### src/rtl/sms_clk_pkg.sv
// sms_clk_pkg: shared state type, default divisors and width helpers for the SMS clock/reset sequencer
package sms_clk_pkg;

    typedef enum logic [1:0] {
        WAIT_LOCK,
        STABLE,
        RUN,
        HOLD
    } state_t;

    localparam int CPU_DIV_DEF = 15;
    localparam int VDP_DIV_DEF = 10;
    localparam int PSG_DIV_DEF = 16;
    localparam int TURBO_DIV   = 7;

    // Width of a counter that walks 0..n-1 (never narrower than one bit)
    function automatic int cnt_w(input int n);
        return (n <= 2) ? 1 : $clog2(n);
    endfunction

    // Width of a field that must hold the value n itself
    function automatic int val_w(input int n);
        return (n <= 1) ? 1 : $clog2(n + 1);
    endfunction

endpackage

### src/rtl/sms_clk_reset_seq_if.sv
// sms_clk_reset_seq_if: lock/reset-request inputs and core reset/clock-enable outputs of the sequencer.
// With SMS_CE_TURBO_EN defined the bundle also carries the synchronous turbo select.
interface sms_clk_reset_seq_if;

    logic pll_locked;
    logic reset_req;
    logic core_reset;
    logic ready;
    logic ce_cpu;
    logic ce_vdp;
    logic ce_psg;
`ifdef SMS_CE_TURBO_EN
    logic turbo;

    modport master (
        output pll_locked, reset_req, turbo,
        input  core_reset, ready, ce_cpu, ce_vdp, ce_psg
    );

    modport slave (
        input  pll_locked, reset_req, turbo,
        output core_reset, ready, ce_cpu, ce_vdp, ce_psg
    );
`else
    modport master (
        output pll_locked, reset_req,
        input  core_reset, ready, ce_cpu, ce_vdp, ce_psg
    );

    modport slave (
        input  pll_locked, reset_req,
        output core_reset, ready, ce_cpu, ce_vdp, ce_psg
    );
`endif

endinterface

### src/rtl/sms_ce_div.sv
// sms_ce_div: modulo-N counter with enable, synchronous clear and runtime divisor; ce marks the wrap cycle
module sms_ce_div #(
    parameter int W = 4
) (
    input  logic         clk,
    input  logic         rst_n,
    input  logic         i_en,
    input  logic         i_clr,
    input  logic [W-1:0] i_n,
    output logic         o_ce
);

    logic [W-1:0] r_cnt;

    assign o_ce = i_en && (r_cnt == i_n - 1'b1);

    // Count enabled cycles, wrapping to zero on the ce cycle; clear overrides counting
    always_ff @(posedge clk or negedge rst_n) begin
        if (!rst_n) r_cnt <= '0;
        else if (i_clr) r_cnt <= '0;
        else if (i_en) r_cnt <= o_ce ? '0 : r_cnt + 1'b1;
    end

endmodule

### src/rtl/sms_clk_reset_seq.sv
// sms_clk_reset_seq: qualifies PLL lock, sequences the SMS core reset and generates CPU/VDP/PSG clock enables.
// Optional feature macro: SMS_CE_TURBO_EN (adds turbo select, CPU divide 7 while set).
module sms_clk_reset_seq
    import sms_clk_pkg::*;
#(
    parameter int CPU_DIV       = CPU_DIV_DEF,
    parameter int VDP_DIV       = VDP_DIV_DEF,
    parameter int PSG_DIV       = PSG_DIV_DEF,
    parameter int STABLE_CYCLES = 65536,
    parameter int HOLD_CYCLES   = 1024
) (
    input  logic                  clk_sys,
    input  logic                  rst_n,
    sms_clk_reset_seq_if.slave    bus
);

    localparam int SW = cnt_w(STABLE_CYCLES);
    localparam int HW = cnt_w(HOLD_CYCLES);
    localparam int CW = val_w(CPU_DIV > TURBO_DIV ? CPU_DIV : TURBO_DIV);
    localparam int VW = val_w(VDP_DIV);
    localparam int PW = val_w(PSG_DIV);
    localparam logic [SW-1:0] STABLE_LAST = SW'(STABLE_CYCLES - 1);
    localparam logic [HW-1:0] HOLD_LAST   = HW'(HOLD_CYCLES - 1);

    logic [1:0]    r_sync;
    state_t        r_state;
    state_t        w_next_state;
    logic [SW-1:0] r_stable_cnt;
    logic [SW-1:0] w_stable_next;
    logic [HW-1:0] r_hold_cnt;
    logic [HW-1:0] w_hold_next;
    logic          r_core_reset;
    logic          r_ready;
    logic [CW-1:0] r_cpu_n;
    logic [CW-1:0] w_cpu_sel;
    logic          w_lk;
    logic          w_run;
    logic          w_ce_cpu;
    logic          w_ce_vdp;
    logic          w_ce_psg;

    assign w_lk  = r_sync[1];
    assign w_run = (r_state == RUN);

    // Two-flop synchroniser: the only path from the asynchronous PLL lock into this domain
    always_ff @(posedge clk_sys or negedge rst_n) begin
        if (!rst_n) r_sync <= 2'b00;
        else r_sync <= {r_sync[0], bus.pll_locked};
    end

    // Next-state and counter decisions; lock loss always takes priority over a reset request
    always_comb begin
        w_next_state  = r_state;
        w_stable_next = r_stable_cnt;
        w_hold_next   = r_hold_cnt;
        case (r_state)
            WAIT_LOCK: begin
                if (w_lk) begin
                    w_next_state  = STABLE;
                    w_stable_next = '0;
                end
            end
            STABLE: begin
                if (!w_lk) w_next_state = WAIT_LOCK;
                else if (r_stable_cnt == STABLE_LAST) w_next_state = RUN;
                else w_stable_next = r_stable_cnt + 1'b1;
            end
            RUN: begin
                if (!w_lk) w_next_state = WAIT_LOCK;
                else if (bus.reset_req) begin
                    w_next_state = HOLD;
                    w_hold_next  = '0;
                end
            end
            HOLD: begin
                if (!w_lk) w_next_state = WAIT_LOCK;
                else if (bus.reset_req) w_hold_next = '0;
                else if (r_hold_cnt == HOLD_LAST) w_next_state = RUN;
                else w_hold_next = r_hold_cnt + 1'b1;
            end
            default: w_next_state = WAIT_LOCK;
        endcase
    end

    // State, counters and the registered core_reset/ready decoded from the next state
    always_ff @(posedge clk_sys or negedge rst_n) begin
        if (!rst_n) begin
            r_state      <= WAIT_LOCK;
            r_stable_cnt <= '0;
            r_hold_cnt   <= '0;
            r_core_reset <= 1'b1;
            r_ready      <= 1'b0;
        end else begin
            r_state      <= w_next_state;
            r_stable_cnt <= w_stable_next;
            r_hold_cnt   <= w_hold_next;
            r_core_reset <= (w_next_state != RUN);
            r_ready      <= (w_next_state == RUN);
        end
    end

`ifdef SMS_CE_TURBO_EN
    assign w_cpu_sel = bus.turbo ? CW'(TURBO_DIV) : CW'(CPU_DIV);
`else
    assign w_cpu_sel = CW'(CPU_DIV);
`endif

    // CPU divisor only changes at a counter wrap (or while idle) so every ce_cpu period is whole
    always_ff @(posedge clk_sys or negedge rst_n) begin
        if (!rst_n) r_cpu_n <= CW'(CPU_DIV);
        else if (!w_run || w_ce_cpu) r_cpu_n <= w_cpu_sel;
    end

    sms_ce_div #(.W(CW)) u_cpu_div (
        .clk   (clk_sys),
        .rst_n (rst_n),
        .i_en  (w_run),
        .i_clr (!w_run),
        .i_n   (r_cpu_n),
        .o_ce  (w_ce_cpu)
    );

    sms_ce_div #(.W(VW)) u_vdp_div (
        .clk   (clk_sys),
        .rst_n (rst_n),
        .i_en  (w_run),
        .i_clr (!w_run),
        .i_n   (VW'(VDP_DIV)),
        .o_ce  (w_ce_vdp)
    );

    sms_ce_div #(.W(PW)) u_psg_div (
        .clk   (clk_sys),
        .rst_n (rst_n),
        .i_en  (w_ce_cpu),
        .i_clr (!w_run),
        .i_n   (PW'(PSG_DIV)),
        .o_ce  (w_ce_psg)
    );

    assign bus.core_reset = r_core_reset;
    assign bus.ready      = r_ready;
    assign bus.ce_cpu     = w_ce_cpu;
    assign bus.ce_vdp     = w_ce_vdp;
    assign bus.ce_psg     = w_ce_psg;

endmodule

### src/flat_wrapper.sv
// flat-port wrapper written by rule: the top's interface ports become plain ports
module sms_clk_reset_seq_flat import sms_clk_pkg::*;
#(
    parameter int CPU_DIV       = CPU_DIV_DEF,
    parameter int VDP_DIV       = VDP_DIV_DEF,
    parameter int PSG_DIV       = PSG_DIV_DEF,
    parameter int STABLE_CYCLES = 65536,
    parameter int HOLD_CYCLES   = 1024
)
  (clk_sys, rst_n, bus_pll_locked, bus_reset_req, bus_core_reset, bus_ready, bus_ce_cpu, bus_ce_vdp, bus_ce_psg);
  sms_clk_reset_seq_if bus_i ();
  input  logic clk_sys;
  input  logic rst_n;
  input wire logic [$bits(bus_i.pll_locked)-1:0] bus_pll_locked;
  input wire logic [$bits(bus_i.reset_req)-1:0] bus_reset_req;
  output wire logic [$bits(bus_i.core_reset)-1:0] bus_core_reset;
  output wire logic [$bits(bus_i.ready)-1:0] bus_ready;
  output wire logic [$bits(bus_i.ce_cpu)-1:0] bus_ce_cpu;
  output wire logic [$bits(bus_i.ce_vdp)-1:0] bus_ce_vdp;
  output wire logic [$bits(bus_i.ce_psg)-1:0] bus_ce_psg;
  assign bus_i.pll_locked = bus_pll_locked;
  assign bus_i.reset_req = bus_reset_req;
  assign bus_core_reset = bus_i.core_reset;
  assign bus_ready = bus_i.ready;
  assign bus_ce_cpu = bus_i.ce_cpu;
  assign bus_ce_vdp = bus_i.ce_vdp;
  assign bus_ce_psg = bus_i.ce_psg;
  sms_clk_reset_seq #(.CPU_DIV(CPU_DIV), .VDP_DIV(VDP_DIV), .PSG_DIV(PSG_DIV), .STABLE_CYCLES(STABLE_CYCLES), .HOLD_CYCLES(HOLD_CYCLES)) u_core (.clk_sys(clk_sys), .rst_n(rst_n), .bus(bus_i));
endmodule
### config.mk
export PLATFORM = sky130hd
export DESIGN_NAME = sms_clk_reset_seq_flat
export DESIGN_NICKNAME = d
export VERILOG_FILES = /design/src/rtl/sms_clk_pkg.sv /design/src/rtl/sms_clk_reset_seq_if.sv /design/src/rtl/sms_ce_div.sv /design/src/rtl/sms_clk_reset_seq.sv /design/src/flat_wrapper.sv
export SDC_FILE = /design/constraint.sdc
export NUM_CORES = 1
export LEC_CHECK = 0
export ABC_AREA = 1
export CAP_MARGIN = 20
export CORE_MARGIN = 2
export CORE_UTILIZATION = 29
export DETAILED_ROUTE_END_ITERATION = 12
export DONT_BUFFER_PORTS = 1
export HOLD_SLACK_MARGIN = 0.05
export PLACE_DENSITY = 0.45
export SETUP_SLACK_MARGIN = 0.5
export SYNTH_ARGS = -nofsm -noshare
export SYNTH_HDL_FRONTEND = slang
export SYNTH_HIERARCHICAL = 1
export SYNTH_SLANG_ARGS = --single-unit
### constraint.sdc
create_clock -name clk_sys -period 3 [get_ports clk_sys]
set_clock_uncertainty 0.05 [all_clocks]
set_input_delay 0.9 -clock clk_sys [delete_from_list [all_inputs] [get_ports clk_sys]]
set_output_delay 0.9 -clock clk_sys [all_outputs]
set_load 0.02 [all_outputs]
After elaboration in Yosys (flattened, before gate mapping)
Cells that the tools add are included.
Widths: inputs -> output; s select.
Word-level totals
  word-level logic and storage cells: 66
  bits in registers: 45
  output and inout bits: 5
Cells by class
  multiplexer cells: 26
  reduce and logical (&&, ||, !) cells: 8
  equality and inequality tests: 18
  $add $sub $neg: 5
Operators by type and width (count)
  $mux 10: 5
  $mux 16: 3
  $pmux 16 s2: 1
  $pmux 10 s2: 1
  $add 16x1->16 const B: 1
  $eq 16x16->1 const B: 1
  $mux 2: 8
  $mux 4: 4
  $mux 5: 3
  $add 10x1->10 const B: 1
  $eq 10x10->1 const B: 1
  $ne 2x1->1 const B: 5
  $add 4x1->4 const B: 2
  $eq 4x4->1 const B: 2
  $pmux 2 s4: 1
  $eq 2x2->1 const B: 3
  $ne 2x2->1 const B: 3
  $add 5x1->5 const B: 1
  $eq 5x4->1 const B: 1
  $reduce_and 5->1: 1
  $reduce_and 4->1: 1
  $reduce_bool 2->1: 2
  $logic_and 1x1->1: 3
  $ne 3x3->1 const B: 1
  2 further kinds: 2

Logic depth before layout (Yosys ltp)
Gate-level depths: netlist of the first run.
  depth in word-level cells: 6
  gate-level depth with buffers: 16
  gate-level depth less buffers: 16

Cells and area by module
The synthesis of the first run kept the hierarchy.
By module, submodules not included
  sms_clk_reset_seq: seq. area each 802.0 µm², area an instance 2060.7 µm², instances 1, cells each 292
  sms_ce_div (u_core.u_cpu_div ...): seq. area each 100.1 µm², area an instance 360.3 µm², instances 2, cells each 56
  sms_ce_div (u_core.u_psg_div): seq. area each 125.1 µm², area an instance 464.2 µm², instances 1, cells each 78

Worst setup path after synthesis of the first run
Ideal clock, no wire load.
  path kind: register to output
  from: register u_core.r_state[1]
  to: output bus_ce_psg
  required time: 2050 ps
  data arrival time: 1870 ps
  path slack: 180 ps
  stages on the path, launching flop included: 15
  cells stage by stage: dfrtp_1 > inv_2 > nor2_1 > nand2_1 > nor2_1 > nand2_1 > nor2_4 > nand2_2 > inv_1 > nand2_1 > nor2_1 > nand2_1 > a21oi_2 > nand2_2 > inv_1
Between the ends
  cells in the longest elaborated chain, start to end: 3
Ends and longest elaborated chain
  start, declared: line sms_clk_reset_seq.sv:26  | state_t r_state;
  start signal, assigned: line sms_clk_reset_seq.sv:94  | r_state <= w_next_state;
  $eq 2x2->1: line sms_clk_reset_seq.sv:43  | assign w_run = (r_state == RUN);
  named net u_core.w_run: line sms_clk_reset_seq.sv:37  | logic w_run;
  $logic_and 1x1->1: line sms_ce_div.sv:15  | assign o_ce = i_en && (r_cnt == i_n - 1'b1);
  named net bus_ce_cpu: line flat_wrapper.sv:18  | output wire logic [$bits(bus_i.ce_cpu)-1:0] bus_ce_cpu;
  $logic_and 1x1->1: line sms_ce_div.sv:15
  end, declared: line flat_wrapper.sv:20  | output wire logic [$bits(bus_i.ce_psg)-1:0] bus_ce_psg;
The timed path passes the listed nets, and every way through them passes these cells.

Worst setup path after layout of the first run
  from: register u_core.r_state[0]
  to: output bus_ce_psg
The elaborated chain is that of the path after synthesis.

==> results_dict.tcl, run 1 <==
set metrics [dict create \
    status "finished clean" \
    core-area_um2 10900 \
    die_area_um2 12100 \
    setup_ws_ns 0.247 \
    cpPeakStageDelay_ns 0.44 \
    final_common_cell "nand2_1" \
    layout_common_cells "nand2_1, inv_1, nand3_1" \
    setup.worst_path.class "reg -> out" \
    setup_tns_ns 0 \
    ant_nets 0 \
    clkSlewWorstSetupHoldPaths_ns 0.10 \
    portBuffers 0 \
    synth_area_per_cell_um2 6.73 \
    synth_edf_count 0 \
    crit_buf_inv 2 \
    critPathTopFamily "simple AND/OR/NAND/NOR gates" \
    die-height_um 110 \
    ys.warnings.count 6 \
    reg2reg_from "u_core/r_state[1]" \
    fin_crit_sh_pct 91.8 \
    crit_chain "nor2_4, nand2_1, nor2_1, nand2_1, nor2_4, nand2_4, inv_6, nand2_1, nor2_1, nand2_1, a21oi_2, nand2_2, inv_4" \
    antenna_cells 0 \
    viasPerCell 4.30 \
    cts.path.max_buffers 2 \
    vias 2860 \
    syn_inst 482 \
    cp-end-kind "output port" \
    nets 536 \
    cp.arrival_ns 1.80 \
    dp_slack_ns 0.313 \
    start_util_pct 29.8 \
    leakagePower_nw 1.92 \
    synth_top_area_share_pct 33.9 \
    reg2reg_depth 10 \
    postSynth.asyncResetShare_pct 100 \
    cpMaxStageDelayCell "dfrtp_2" \
    num_io_pins 9 \
    holdWs_ns 0.229 \
    grt_overflow 0 \
    cp.required_ns 2.05 \
    dp_hpwl_um 4900 \
    finalCriticalPeriod_ns 2.75 \
    cp.depth 13 \
    cp-startpoint "u_core/r_state[0]" \
    gp_congestion 0.788 \
    slew_violations 0 \
    clock_sinks 45 \
    cts_max_level 2 \
    drt_wl_total_um 6590 \
    ys.flop_type "dfrtp_1" \
    synth_area_leaders "dfrtp_1, nand2_1, nand3_1, inv_1, nor2_1" \
    path_common_cell "nand2_1" \
    rsz0062_at_grt "true" \
    clk_latency_ns 0.31 \
    areaGrowthSynthToFinish_pct 14.3 \
    cts_buffers 5 \
    hold_class "in -> async" \
    maxCapViolations 0 \
    holdBufCountCts 0 \
    setup_viol 0 \
    antenna_found_initial 0 \
    drcViolationCount 0 \
    ir_worst_vdd_mv 0.157 \
    dr.pass1.iters 4 \
    hold_viol 0 \
    cts_root_buf "clkbuf_8" \
    post-route-util_pct 34.1 \
    drtIter0Drc 135 \
    yosys.area.top_type "dfrtp_1" \
    gr-usage-all-layers_pct 12.2 \
    syn_area_um2 3250 \
    yosysUniqueCellTypes 32 \
    ys_ff_latch 45 \
    grt_pass1_vias 2650 \
    fp-row-count 38 \
    critical_path.startpoint_type "register" \
    ys_seq_area_share_pct 34.7 \
    die_w_um 110 \
    critical_path.max_fanout 3 \
    layout-drive-gt1-share_pct 12.4 \
    grt_max_degree 46 \
    fmax_ghz 0.363 \
    grt_pass1_wl_um 11900 \
    p_per_area_nw_per_um2 327 \
    wl_per_cell_um 9.91 \
    cts_tree "yes" \
]
where the power goes:
part / internal (mW) / leakage [nW] / switching, mW
clock network: 0.250 / 0.0543 / 0.235
registers: 0.616 / 0.604 / 0.0157
logic: 0.0332 / 1.27 / 0.0630
total: 0.899 / 1.92 / 0.314
through the flow:
| step | cells | instance area, um2 | power [mW] |
|---|---|---|---|
| after detailed placement | 650 | 3520 | 0.734 |
| after CTS | 663 | 3680 | 1.23 |
| after global placement | 650 | 3520 | 0.733 |
| after floorplan | 514 | 3380 | 0.719 |
| final | 665 | 3710 | 1.21 |
| after global routing | 665 | 3710 | 1.28 |
registers in the layout, summed over array words and instances (netlist names):
signal                  count
u_core/bus.core_reset       1
u_core/bus.ready            1
u_core/r_hold_cnt          10
u_core/r_stable_cnt        16
u_core/r_state              2
u_core/r_sync               2
u_core/u_cpu_div/r_cnt      4
u_core/u_psg_div/r_cnt      5
u_core/u_vdp_div/r_cnt      4
cell usage after synthesis, types with 4 or more instances:
library cell / n
nor2_1: 42
nor2_2: 6
nand3_1: 55
o21ai_0: 5
a21oi_2: 4
nand2_1: 164
inv_2: 6
nand2_2: 9
nor2_4: 6
inv_1: 68
xor2_1: 12
o21ai_1: 10
nand4_1: 9
dfrtp_1: 44
xnor2_1: 4
ha_1: 8
worst paths after layout:
path / end / slack, ns
setup / recovery: bus_ce_psg / 0.25
hold / removal: u_core/r_state[1] / 0.23
setup reg to reg: u_core/u_psg_div/r_cnt[4] / 1.08
hold reg to reg: u_core/r_sync[1] / 0.31
max in group asynchronous: u_core/bus.core_reset / 2.49
min in group clk_sys: u_core/r_sync[1] / 0.31
repair_timing:
item	in CTS	in global routing
endpoints found under the setup margin	2	2
gates cloned	0	0
buffers inserted	5	2
pin swaps	2	5
gates resized for setup	4	3
logic make-up after synthesis:
logic type / after synthesis / share of synthesized area (%)
AND/OR/NAND/NOR: 301 / 41.9
AO/OA/AOI/OAI: 27 / 5.24
XOR/XNOR: 16 / 4.32
flip-flops: 45 / 34.7
other: 2 / 0.231
adder cells (fa/ha/maj): 8 / 3.08
buffers and inverters: 83 / 10.5
routing by layer:
layer	global-route usage, %	up-vias	share of wire [%]	routed length, um
met5	0	-	0	0
met4	3.53	0	0.94	62
met2	20.6	24	47	3070
li1	-	1546	-	-
met3	2.13	4	2.8	183
met1	15.9	1286	50	3280
final cells by class:
class	instances	area, um2
clock buffers	5	68.8
clock inverters	3	46.3
fillers	1159	7180
inverters	78	310
multi-input cells	386	1910
flip-flops and latches	45	1130
well taps	140	175
repair buffers	8	63.8
Note: power is estimated with default switching activity, not from simulation.
==> run 2, diff against run 1 <==
--- a/config.mk
+++ b/config.mk
@@ -7,12 +7,14 @@
 export LEC_CHECK = 0
 export ABC_AREA = 1
 export CAP_MARGIN = 20
-export CORE_MARGIN = 2
+export CORE_MARGIN = 8
 export CORE_UTILIZATION = 29
 export DETAILED_ROUTE_END_ITERATION = 12
 export DONT_BUFFER_PORTS = 1
+export GPL_ROUTABILITY_DRIVEN = 1
 export HOLD_SLACK_MARGIN = 0.05
 export PLACE_DENSITY = 0.45
+export REMOVE_ABC_BUFFERS = 1
 export SETUP_SLACK_MARGIN = 0.5
 export SYNTH_ARGS = -nofsm -noshare
 export SYNTH_HDL_FRONTEND = slang
==> run 2 against run 1 <==
Compared with the run above: wire length shrank 0.96%; global-route usage decreased by 3.0 points; first-iteration DRC count increased by 13%; non-clock buffer count unchanged.
==> results_dict.tcl, run 2 (synthesized netlist as in run 1, its figures left out) <==
set metrics [dict create \
    dp_hpwl_um 4860 \
    antenna_cells 0 \
    grt_overflow 0 \
    layout-drive-gt1-share_pct 11.8 \
    clkSlewWorstSetupHoldPaths_ns 0.09 \
    vias 2792 \
    cts_buffers 5 \
    drt_wl_total_um 6530 \
    grt_use_met3_pct 1.99 \
    pwr-share-comb_pct 8.6 \
    num_io_pins 9 \
    cts_root_buf "clkbuf_8" \
    clk_latency_ns 0.30 \
    cp.required_ns 2.05 \
    setup_viol 0 \
    ant_nets 0 \
    areaGrowthSynthToFinish_pct 12.9 \
    met1_usage_pct 12.9 \
    cts.path.max_buffers 2 \
    holdWs_ns 0.241 \
    largest_register_ffs 16 \
    antenna_found_initial 0 \
    critical_path.startpoint_type "register" \
    multiInputGateArea_um2 1910 \
    cts_max_level 2 \
    p_per_area_nw_per_um2 299 \
    power_frac_clock_pct 33.8 \
    switching_share_pct 26.0 \
    portBuffers 0 \
    drtIter0Drc 152 \
    fp-row-count 38 \
    fin_crit_sh_pct 89.8 \
    reg_top3 "u_core/r_stable_cnt x16, u_core/r_hold_cnt x10, u_core/u_psg_div/r_cnt x5" \
    power_mw 1.10 \
    met2_usage_pct 13.9 \
    cts_tree "yes" \
    hold_class "in -> async" \
    final_common_cell "nand2_1" \
    place_inst 652 \
    grt_pass1_wl_um 11300 \
    leakagePower_nw 1.91 \
    slew_headroom_pct 59.6 \
    ir_worst_vdd_mv 0.175 \
    setup_tns_ns 0 \
    maxCapViolations 0 \
    viasPerCell 4.20 \
    power_frac_seq_pct 57.6 \
    finalNonFillerCells 665 \
    slew_violations 0 \
    finalCriticalPeriod_ns 2.69 \
    cp-end-kind "output port" \
    holdBufCountCts 0 \
    fmax_ghz 0.371 \
    drcViolationCount 0 \
    clock_sinks 45 \
    post-route-util_pct 33.7 \
    gr-usage-all-layers_pct 9.21 \
    hold_viol 0 \
    die_area_um2 14800 \
    regArea_um2 1130 \
    p_int_uw 811 \
    grt_pass1_vias 2405 \
    grt_max_degree 46 \
    rsz0062_at_grt "true" \
    core-area_um2 10900 \
    wl_per_cell_um 9.82 \
    fillerInstances 1185 \
    gp_congestion 0.789 \
    layout_common_cells "nand2_1, inv_1, nand3_1" \
    grt_busiest_layer "met2" \
    die_w_um 122 \
    start_util_pct 29.8 \
    status "finished clean" \
    critical_path.max_fanout 2 \
    dr.pass1.iters 4 \
    die-height_um 122 \
    nets 536 \
    setup.worst_path.class "reg -> out" \
    tightest_slew_ns 0.605 \
    p_sw_uw 284 \
    cp.arrival_ns 1.74 \
    top_register "u_core/r_stable_cnt" \
]
==> run 2: cell types whose count changed in the layout (fill, tap and decap cells not counted), sizes merged <==
cell,change
clkbuf,+2
bufinv,-1
clkinvlp,-1
==> run 2: critical path: stages, from the launching register on <==
cell and delay (ns):
dfrtp_1 0.39, inv_4 0.05, nor2_4 0.10, nand2_1 0.05
nor2_1 0.08, nand2_1 0.09, nor2_4 0.11, nand2_4 0.05
inv_2 0.05, nand2_1 0.05, nor2_1 0.08, nand2_1 0.07
a21oi_2 0.11, nand2_2 0.08, inv_4 0.08
==> run 2: metal layers <==
metal | routed length (um) | share of wire [%]
met1 | 3500 | 54
met2 | 2780 | 43
met3 | 201 | 3.1
met4 | 48 | 0.74
met5 | 0 | 0
==> run 2: final cells by class <==
type	count	area share, %
clock buffers	7	2.08
clock inverters	1	0.137
inverters	78	8.33
multi-input cells	386	52.2
flip-flops and latches	45	30.8
well taps	140	4.78
repair buffers	8	1.64
==> run 2: worst paths after layout <==
check	start	to	slack, ns	cells after the start
worst min-delay path	rst_n	u_core/r_stable_cnt[5]	0.24	0
min in group clk_sys	u_core/r_sync[0]	u_core/r_sync[1]	0.31	0
max in group asynchronous	rst_n	u_core/bus.core_reset	2.46	0
worst max-delay path	u_core/r_state[1]	bus_ce_psg	0.31	14
worst max register to register	u_core/r_state[0]	u_core/r_stable_cnt[6]	1.02	8
worst min register to register	u_core/r_sync[0]	u_core/r_sync[1]	0.31	0
==> run 2: power groups by stage <==
stage               Clock (mW)  Combinational [mW]  Sequential [mW]
detailed placement           0              0.0845            0.644
global route             0.425               0.111            0.634
global placement             0              0.0848            0.643
finish                   0.370              0.0945            0.631
floorplan                    0              0.0730            0.639
CTS                      0.403              0.0903            0.631
==> run 2: metrics by stage <==
step	area, um2	worst slack (ns)
floorplan	3320	0.180
global placement	3520	0.400
detailed placement	3520	0.351
CTS	3650	0.266
global route	3660	0.119
finish	3660	0.306
==> run 2: repair_timing <==
action | CTS | global route
endpoints found under the setup margin | 3 | 2
cloned | 0 | 0
setup buffers | 4 | 1
pin swaps | 2 | 1
gates resized for setup | 8 | 3
==> run 3, diff against run 2 <==
--- a/config.mk
+++ b/config.mk
@@ -6,8 +6,8 @@
 export NUM_CORES = 1
 export LEC_CHECK = 0
 export ABC_AREA = 1
+export ABC_CLOCK_PERIOD_IN_PS = 3000
 export CAP_MARGIN = 20
-export CORE_MARGIN = 8
 export CORE_UTILIZATION = 29
 export DETAILED_ROUTE_END_ITERATION = 12
 export DONT_BUFFER_PORTS = 1
==> run 3 against run 2 <==
Compared with the run above: sequential power is essentially flat; critical path depth is the same; non-clock buffer count is 2 higher; highest routed layer unchanged.
==> results_dict.tcl, run 3 (synthesized netlist as in run 1, its figures left out) <==
set metrics [dict create \
    fin_crit_sh_pct 90.2 \
    slew_headroom_pct 58.3 \
    cts_tree "yes" \
    cp.required_ns 2.05 \
    grt_pass1_wl_um 12000 \
    ir_worst_vdd_mv 0.134 \
    clk_latency_ns 0.31 \
    vias 2835 \
    reg2reg_depth 8 \
    cts_max_level 2 \
    setup.worst_path.class "reg -> out" \
    die-height_um 108 \
    core-area_um2 10900 \
    cp.arrival_ns 1.76 \
    nets 538 \
    final_common_cell "nand2_1" \
    largest_register_ffs 16 \
    layout_common_cells "nand2_1, inv_1, nand3_1" \
    reg_top3 "u_core/r_stable_cnt x16, u_core/r_hold_cnt x10, u_core/u_psg_div/r_cnt x5" \
    portBuffers 0 \
    final_area_um2 3680 \
    cts.path.max_buffers 2 \
    drt_wl_total_um 6580 \
    layout-drive-gt1-share_pct 12.7 \
    setup_tns_ns 0 \
    dp_hpwl_um 4790 \
    die_area_um2 11600 \
    hold_class "in -> async" \
    hold_viol 0 \
    maxCapViolations 0 \
    crit_chain "inv_2, nor2_4, nand2_1, nor2_1, nand2_1, nor2_4, nand2_2, inv_2, nand2_1, nor2_1, nand2_1, a21oi_2, nand2_2, inv_4" \
    cpMaxStageDelayCell "dfrtp_2" \
    cts_root_buf "clkbuf_8" \
    ant_nets 0 \
    grt_max_degree 46 \
    fmax_ghz 0.370 \
    top_register "u_core/r_stable_cnt" \
    areaGrowthSynthToFinish_pct 13.3 \
    drtIter0Drc 159 \
    clock_sinks 45 \
    dr.pass1.iters 4 \
    cpPeakStageDelay_ns 0.38 \
    tightest_slew_ns 0.625 \
    die_w_um 108 \
    cts_buffers 5 \
    gr-usage-all-layers_pct 12.9 \
    num_io_pins 9 \
    finalCriticalPeriod_ns 2.71 \
    antenna_found_initial 0 \
    clkSlewWorstSetupHoldPaths_ns 0.09 \
    status "finished clean" \
    start_util_pct 29.8 \
    placed_cell_area_um2 3520 \
    fp-row-count 38 \
    p_per_area_nw_per_um2 303 \
    path_common_cell "nand2_1" \
    cp-end-kind "output port" \
    critical_path.startpoint_type "register" \
    setup_viol 0 \
    drcViolationCount 0 \
    wl_per_cell_um 9.86 \
    leakagePower_nw 1.91 \
    viasPerCell 4.25 \
    critical_path.max_fanout 2 \
    slew_violations 0 \
    setup_ws_ns 0.294 \
    gp_congestion 0.794 \
    dp_slack_ns 0.331 \
    grt_pass1_vias 2747 \
    antenna_cells 0 \
    fillerInstances 1175 \
    rsz0062_at_grt "true" \
    holdBufCountCts 0 \
    grt_overflow 0 \
]
run 3: path summary, 6_finish.rpt:
check                                         end  slack, ns              start
setup reg to reg           u_core/r_stable_cnt[5]       0.99  u_core/r_state[0]
setup / recovery                       bus_ce_psg       0.29  u_core/r_state[1]
min in group clk_sys             u_core/r_sync[1]       0.31   u_core/r_sync[0]
max in group asynchronous   u_core/bus.core_reset       2.48              rst_n
hold reg to reg                  u_core/r_sync[1]       0.31   u_core/r_sync[0]
hold / removal                   u_core/r_sync[0]       0.22              rst_n
run 3: metal layers:
layer  share of wire, %  track usage (%)  vias up
met3                2.3             2.42        5
met5                  0                0        -
met1                 51             16.8     1270
li1                   -                -     1546
met4                1.3             3.82        0
met2                 45             21.7       14
run 3: final cells by class:
| class | count | area, um2 | share of cell area, % |
|---|---|---|---|
| tap | 140 | 175 | 4.76 |
| clock inverter | 3 | 17.5 | 0.476 |
| timing repair buffer | 10 | 75.1 | 2.04 |
| clock buffer | 5 | 68.8 | 1.87 |
| multi-input combinational | 386 | 1910 | 51.9 |
| inverter | 78 | 303 | 8.23 |
| sequential | 45 | 1130 | 30.7 |
run 3: stage by stage:
step           util, %  hold slack (ns)  total power [mW]  std cells
6_report          33.8            0.225              1.11        667
5_1_grt           33.8            0.197              1.18        667
3_5_place_dp      32.3            0.285             0.729        652
4_1_cts           33.7            0.205              1.14        666
2_1_floorplan        -            0.281             0.712        509
3_3_place_gp      32.3            0.288             0.729        652
run 3: critical path, delay by kind of cell (launching register included):
| kind | cells | cell delay (ns) |
|---|---|---|
| flops | 1 | 0.38 |
| buf+inv | 3 | 0.18 |
| simple gates | 10 | 0.77 |
| compound gates | 1 | 0.12 |
run 3: what timing repair did:
action,CTS,global route
setup buffers,6,1
gates resized for setup,9,1
setup endpoints to repair,3,3
pin swaps,4,2
run 3: power breakdown:
group,switching (mW),leakage [nW],internal (mW)
clock,0.228,0.0439,0.161
combinational,0.0627,1.26,0.0307
sequential,0.0156,0.603,0.616
